[src/rtl/duck_scheduler.sv]
// duck_scheduler: paces duck spawns, lifetimes and hit flashes during GAME.
// Tracks per-round score and misses for the SCORE screen.
module duck_scheduler #(
  parameter int TICK_DIV        = 65000,
  parameter int GAP_MS          = 500,
  parameter int LIFE_MS         = 1500,
  parameter int FLASH_MS        = 200,
  parameter int DUCKS_PER_ROUND = 10,
  parameter int XPOS_MAX        = 960,
  parameter int YPOS_MAX        = 704
) (
  input  logic        pclk,
  input  logic        rst_d,
  input  logic [1:0]  state_in,
  input  logic        duck_hit,
  output logic        duck_visible,
  output logic        duck_hit_flag,
  output logic [10:0] duck_xpos,
  output logic [10:0] duck_ypos,
  output logic        spawn_pulse,
  output logic [7:0]  score,
  output logic [7:0]  misses,
  output logic        round_done
);

  typedef enum logic [2:0] {
    S_OFF,
    S_GAP,
    S_ACTIVE,
    S_FLASH,
    S_DONE
  } state_t;

  localparam logic [16:0] PRESC_TOP = 17'(TICK_DIV - 1);
  localparam logic [11:0] GAP_TOP   = 12'(GAP_MS - 1);
  localparam logic [11:0] LIFE_TOP  = 12'(LIFE_MS - 1);
  localparam logic [11:0] FLASH_TOP = 12'(FLASH_MS - 1);
  localparam logic [7:0]  DUCKS     = 8'(DUCKS_PER_ROUND);
  localparam logic [9:0]  XMAX      = 10'(XPOS_MAX);
  localparam logic [9:0]  YMAX      = 10'(YPOS_MAX);

  state_t      state;
  state_t      state_nxt;
  logic [16:0] presc;
  logic [11:0] ms_cnt;
  logic [7:0]  duck_cnt;
  logic [15:0] lfsr;
  logic [15:0] lfsr_nxt;
  logic [9:0]  lx;
  logic [9:0]  ly;
  logic [9:0]  fx;
  logic [9:0]  fy;
  logic        game;
  logic        tick;
  logic        last_duck;
  logic        gap_end;
  logic        life_end;
  logic        flash_end;

  assign game      = (state_in == 2'b10);
  assign tick      = (presc == PRESC_TOP);
  assign gap_end   = tick && (ms_cnt == GAP_TOP);
  assign life_end  = tick && (ms_cnt == LIFE_TOP);
  assign flash_end = tick && (ms_cnt == FLASH_TOP);
  assign last_duck = (duck_cnt == DUCKS);

  // Galois form of x^16+x^14+x^13+x^11+1
  assign lfsr_nxt = {1'b0, lfsr[15:1]}
                  ^ (lfsr[0] ? 16'hB400 : 16'h0000);

  // Fold keeps positions on screen: 1023-512 never exceeds MAX
  assign lx = lfsr[9:0];
  assign ly = lfsr[15:6];
  assign fx = (lx > XMAX) ? lx - XMAX : lx;
  assign fy = (ly > YMAX) ? ly - YMAX : ly;

  always_comb begin
    state_nxt = state;
    unique case (state)
      S_OFF:    state_nxt = S_GAP;
      S_GAP:    if (gap_end) state_nxt = S_ACTIVE;
      S_ACTIVE: begin
        if (duck_hit) state_nxt = S_FLASH;
        else if (life_end)
          state_nxt = last_duck ? S_DONE : S_GAP;
      end
      S_FLASH: begin
        if (flash_end)
          state_nxt = last_duck ? S_DONE : S_GAP;
      end
      S_DONE:   state_nxt = S_DONE;
      default:  state_nxt = S_OFF;
    endcase
    if (!game) state_nxt = S_OFF;
  end

  always_ff @(posedge pclk or posedge rst_d) begin
    if (rst_d) begin
      state         <= S_OFF;
      presc         <= '0;
      ms_cnt        <= '0;
      duck_cnt      <= '0;
      lfsr          <= 16'hACE1;
      duck_visible  <= 1'b0;
      duck_hit_flag <= 1'b0;
      duck_xpos     <= '0;
      duck_ypos     <= '0;
      spawn_pulse   <= 1'b0;
      score         <= '0;
      misses        <= '0;
      round_done    <= 1'b0;
    end else begin
      lfsr        <= lfsr_nxt;
      state       <= state_nxt;
      spawn_pulse <= 1'b0;

      if (state_nxt != state) begin
        presc  <= '0;
        ms_cnt <= '0;
      end else if (tick) begin
        presc  <= '0;
        ms_cnt <= ms_cnt + 12'd1;
      end else begin
        presc  <= presc + 17'd1;
      end

      if (state == S_OFF && state_nxt == S_GAP) begin
        score    <= '0;
        misses   <= '0;
        duck_cnt <= '0;
      end

      if (state == S_GAP && state_nxt == S_ACTIVE) begin
        duck_xpos   <= {1'b0, fx};
        duck_ypos   <= {1'b0, fy};
        spawn_pulse <= 1'b1;
        duck_cnt    <= duck_cnt + 8'd1;
      end

      if (state == S_ACTIVE && state_nxt == S_FLASH) begin
        if (score != 8'hFF) score <= score + 8'd1;
      end

      // leaving ACTIVE to GAP/DONE only happens on timeout
      if (state == S_ACTIVE &&
          (state_nxt == S_GAP || state_nxt == S_DONE)) begin
        if (misses != 8'hFF) misses <= misses + 8'd1;
      end

      duck_visible  <= (state_nxt == S_ACTIVE) ||
                       (state_nxt == S_FLASH);
      duck_hit_flag <= (state_nxt == S_FLASH);
      round_done    <= (state_nxt == S_DONE);
    end
  end

endmodule

[config.mk]
export PLATFORM = sky130hd
export DESIGN_NAME = duck_scheduler
export DESIGN_NICKNAME = d
export VERILOG_FILES = /design/src/rtl/duck_scheduler.sv
export SDC_FILE = /design/constraint.sdc
export NUM_CORES = 1
export LEC_CHECK = 0
export CORE_ASPECT_RATIO = 0.7
export CORE_MARGIN = 3
export CORE_UTILIZATION = 63
export DETAILED_ROUTE_END_ITERATION = 6
export DONT_BUFFER_PORTS = 1
export PLACE_DENSITY = 0.87
export SKIP_CTS_REPAIR_TIMING = 1
export SYNTH_ARGS = -nofsm -noshare
export SYNTH_HDL_FRONTEND = slang
export SYNTH_SLANG_ARGS = --single-unit
export TNS_END_PERCENT = 50
[constraint.sdc]
create_clock -name pclk -period 3.7 [get_ports pclk]
set_clock_uncertainty 0.2 [all_clocks]
set_input_delay 0 -clock pclk [delete_from_list [all_inputs] [get_ports pclk]]
set_output_delay 0 -clock pclk [all_outputs]
set_load 0.02 [all_outputs]
* Word level (Yosys, flattened, before mapping) *
Cells that the tools add are included.
Widths: inputs -> output; s select.

operators by class
  muxes and demuxes = 23
  bitwise gates (word level) = 1
  add/sub/neg operators = 7
  $lt $le $gt $ge = 2
  equal/unequal tests = 17
  reductions and logical operators = 12

operator list
  kind                    number
  $mux 8                  8
  $mux 17                 2
  $add 8x1->8 const B     3
  $mux 12                 2
  $gt 10x10->1 const B    2
  $mux 10                 2
  $sub 10x10->10 const B  2
  $mux 3                  6
  $add 17x1->17 const B   1
  $eq 17x16->1 const B    1
  $mux 16                 1
  $ne 8x8->1 const B      2
  $xor 15x16->16          1
  $pmux 3 s5              1
  $add 12x1->12 const B   1
  $eq 12x11->1 const B    1
  $eq 12x8->1 const B     1
  $eq 12x9->1 const B     1
  $eq 3x2->1 const B      4
  $eq 8x4->1 const B      1
  $logic_and 1x1->1       7
  $eq 3x1->1 const B      2
  $eq 3x3->1 const B      2
  $reduce_bool 2->1       2
  5 further kinds         6

storage, ports and cells
  register bits after elaboration = 96
  word-level logic and storage cells = 75
  input bits = 5
  output and inout bits = 42

* Depth between registers and ports, before layout *
  depth in word-level cells = 11
  mapped depth = 11
  depth with buffers taken out = 9

* Worst setup path after synthesis *
No wires, ideal clock.

  path type = reg-to-reg
  start = reg presc[0]
  end = reg ms_cnt[5]
  path buffers = 3
  setup slack = 0.656 ns
  data arrival time = 2.725 ns
  cell stages (with the launch flop) = 12
  clock period less this slack = 3.044 ns
  setup time = 0.119 ns
  data required time = 3.381 ns
  cell sequence = dfrtp_1 -> ha_1 -> or4b_4 -> or4_1 -> buf_2 -> o31ai_4 -> nand2_1 -> and3_1 -> o21ai_2 -> buf_6 -> buf_6 -> nor2_1

on the way
  longest elaborated chain between the ends = 8
  elaborated cells on any way between the ends = 13
  those cells by class = eq/ne (2); mux (7); reduce/logical (4)

RTL lines
  item                                          RTL line  RTL
  start: declaration                            44        logic [16:0] presc;
  start signal: assignment                      124       presc <= presc + 17'd1;
  $eq 17x16->1 *                                61        assign tick = (presc == PRESC_TOP);
  $logic_and 1x1->1                             63        assign life_end = tick && (ms_cnt == LIFE_TOP);
  $mux 3                                        84        else if (life_end)
  $mux 3                                        83        if (duck_hit) state_nxt = S_FLASH;
  $pmux 3 s5                                    79        unique case (state)
  $mux 3                                        94        if (!game) state_nxt = S_OFF;
  $ne 3x3->1                                    117       if (state_nxt != state) begin
  $mux 12 or $reduce_bool 2->1 (tied branches)  --
  end signal: assignment                        122       ms_cnt <= ms_cnt + 12'd1;
  end: declaration                              45        logic [11:0] ms_cnt;

Mark *: on every way between the ends. The rest lies on a longest branch, timed or not.
A chain may end at the register's enable or synchronous reset.

* Worst setup path in the final report *
  start = reg presc[0]
  end = reg misses[1]

on the way
  longest elaborated chain between the ends = 11
  elaborated cells on any way between the ends = 18
  those cells by class = eq/ne (3); mux (9); reduce/logical (6)

RTL lines
  item                    RTL line  RTL
  $eq 17x16->1 *          61
  $logic_and 1x1->1       63
  $mux 3                  84
  $mux 3                  83
  $pmux 3 s5 *            79
  $mux 3 *                94
  named net state_nxt[2]  43        state_t state_nxt;
  $eq 3x1->1              127, 146
  $logic_and 1x1->1       127       if (state == S_OFF && state_nxt == S_GAP) begin
  $mux 8                  127
  $mux 8                  147       if (misses != 8'hFF) misses <= misses + 8'd1;
  $mux 8 *                145       if (state == S_ACTIVE &&
  end signal: assignment  147
  end: declaration        22        output logic [7:0] misses,

Mark *: on every way through the listed nets, which the timed path passes. The rest lies on a longest branch.

==> impl_results.md <==
- Vias per cell: 6.024
- CP Capture Type: flop
- Status: finished, final reports clean
- Seq/Total Area, Yosys: 0.5161
- Post-route ant nets: 0
- Final Max Tran Viols: 0
- Hold crit path type: flop to flop
- Most frequent cells in the layout: dfrtp_1, nand2_1, nor2_1
- DIE WIDTH: 109.0 um
- Mapped Cells: 472
- Max Freq: 291.0 MHz
- # rows: 25
- Power Total: 1836 uW
- Maxcap violations: 0
- Via count: 3512
- Tcrit/Tclk final: 0.9287
- Clk pin slew, worst setup/hold paths: 100 ps
- Mapped Area: 0.004674 mm2
- Maximum clock path buffer count: 2
- Startpoint Class: flop
- TritonRoute pass-1 iters: 5
- Grt ovf: 0
- Initial Util: 0.6701
- Final hold viol count: 0
- Share of cells above drive strength 1: 0.1063
- Synth unique cells: 61
- Power Internal: 1358 uW
- Most common cell after layout, fill and taps aside: dfrtp_1
- Gate power share: 0.058
- Relative slew slack: 0.5229
- Design Area, Final: 0.005039 mm2
- Number of CTS-inserted buffers: 9
- Post-detailed-routing wire length: 9743 um
- Clock Sinks: 96
- Slowest cell on the critical path: or4_1
- Drc violations: 0
- Vias in the first global route: 3387
- Worst r2r src: presc[0]$_DFF_PP0_
- Switching part of the total: 0.2600
- Kind of critical path: flop to flop
- Max incr delay on CP: 720 ps
- Hpwl dp: 6659 um
- Fin nets: 498
- Routed wire per std cell: 16.71 um
- Flop pwr share: 0.593
- EDFF count, synth: 0
- Dpl cell area: 0.004768 mm2
- Reported net switching power: 477.4 uW
- Worst setup path startpoint: presc[0]$_DFF_PP0_
- Syn_area_per_cell: 9.904 um2
- Root buffer cell: clkbuf_8
- H-tree depth: 3
- RSZ-0062 raised after global routing: false
- Clk_lat worst skew: 370 ps
- Total core area: 0.006975 mm2
- Global-route wire length before repair: 16290 um
- RePlAce Congestion: 0.9052
- CTS tree: yes
- Required time worst endpoint: 3790 ps
- Fin util: 0.7223
- Die height: 78.07 um
- Number of port buffers: 0
- Arr. time, crit path: 3530 ps
- CP Max Fanout: 9
- Io pins: 47
- Number of antenna violations at the first check in global routing: 0
- Main synth FF type: dfrtp_1
- Leak Pwr: 0.002252 uW
- Seq cells post-synth: 96
- Power Density: 364.3 mW/mm2
- DIE AREA: 0.008506 mm2
- Initial DRC count: 276
- Fill cells: 483
- Max VDD drop: 0.0002538 V
- Layout area overhead: 7.789%
- Synth warnings: 0
- Synth async-reset ratio: 1.000
- Hold Slack: 199.4 ps
- Tot GR Track Use: 0.2429
- Pin count of the biggest net entering global routing: 61
- Ant diodes: 0
- Slew @ Worst Pin: 715.6 ps
- Fin crit period: 3436 ps
- Setup TNS: 0 ps
- Min-delay src: lfsr[7]$_DFF_PP1_
- Setup-failing EPs final: 0
- Critical-path cell list: ha_1, or4b_4, or4_1, a2111oi_4, a31o_2, a32oi_2, nor2b_1, mux2i_1
- Clock power frac: 0.349
[critical path, delay by kind of cell, from the launching register on]
family / cells / cell delay, ps
AND/OR/NAND/NOR: 3 / 1560
AO/OA/AOI/OAI: 3 / 670
flip-flops: 1 / 420
adder cells (fa/ha/maj): 1 / 270
multiplexers: 1 / 240
[cells by family after synthesis]
| kind of cell | after synthesis | synth area share |
|---|---|---|
| other | 1 | 0.0008022 |
| DFF | 96 | 0.5161 |
| and+or+nand+nor | 233 | 0.2521 |
| AOI/OAI and AO/OA | 67 | 0.1031 |
| buffers and inverters | 26 | 0.02703 |
| xor gates and xnor gates | 35 | 0.06558 |
| adders and majority gates | 9 | 0.02409 |
| muxes | 5 | 0.01124 |
[area by class of cell]
class	count	area (um2)	share of cell area
flip-flops and latches	96	2412	0.4788
repair buffers	16	150.1	0.02980
clock inverters	6	52.55	0.01043
inverters	10	38.79	0.007698
multi-input cells	351	2140	0.4246
clock buffers	10	127.6	0.02533
well taps	94	117.6	0.02334
[power groups by stage]
stage | Sequential [uW] | Clock [uW] | Combinational (uW)
floorplan | 1100 | 0 | 81.9
global placement | 1100 | 0 | 95.5
detailed placement | 1110 | 0 | 94.8
CTS | 1090 | 654 | 99.7
global route | 1090 | 703 | 121
finish | 1090 | 640 | 106
[path summary, 6_finish.rpt]
| path | cells past startpoint | end | slack, ps |
|---|---|---|---|
| setup / recovery | 8 | misses[1]$_DFF_PP0_ | 260 |
| hold / removal | 0 | lfsr[6]$_DFF_PP1_ | 200 |
| setup reg to reg | 8 | misses[1]$_DFF_PP0_ | 260 |
| hold reg to reg | 0 | lfsr[6]$_DFF_PP1_ | 200 |
| max in group asynchronous | 4 | misses[2]$_DFF_PP0_ | 1950 |
| min in group asynchronous | 3 | presc[12]$_DFF_PP0_ | 380 |
[metrics by stage]
stage,worst slack (ps),cells
2_1_floorplan,656.3,473
3_3_place_gp,442.7,559
3_5_place_dp,343.7,559
4_1_cts,291.7,575
5_1_grt,112.7,583
6_report,263.7,583
[routing by layer]
layer | global-route usage | share of wire | routed length [um] | vias up
li1 | - | - | - | 1666
met1 | 0.3359 | 0.45 | 4369 | 1734
met2 | 0.3738 | 0.47 | 4596 | 97
met3 | 0.07149 | 0.067 | 649 | 15
met4 | 0.07188 | 0.013 | 127 | 0
met5 | 0 | 0 | 0 | -
[cells in the mapped netlist (6+ instances only)]
cell	n	area (um2)
dfrtp_1	88	2202
nand2_1	71	266.5
nor2_1	47	176.4
nand3_1	27	135.1
o21ai_0	27	135.1
nor3_1	18	90.09
xor2_1	18	157.7
xnor2_1	17	148.9
and3_1	12	75.07
inv_1	10	37.54
nand4_1	10	62.56
clkbuf_1	9	33.78
ha_1	9	112.6
a21oi_1	8	40.04
dfstp_2	8	210.2
nand2b_1	7	43.79
nor2b_1	6	37.54
nor3b_1	6	45.04
[sequential cells by signal, summed over array words and instances (netlist names)]
name / flops
duck_cnt: 8
presc: 17
spawn_pulse: 1
ms_cnt: 12
score: 8
duck_ypos: 10
round_done: 1
duck_xpos: 10
duck_hit_flag: 1
misses: 8
lfsr: 16
duck_visible: 1
state: 3
No activity file was read; power rests on OpenSTA's default activity.
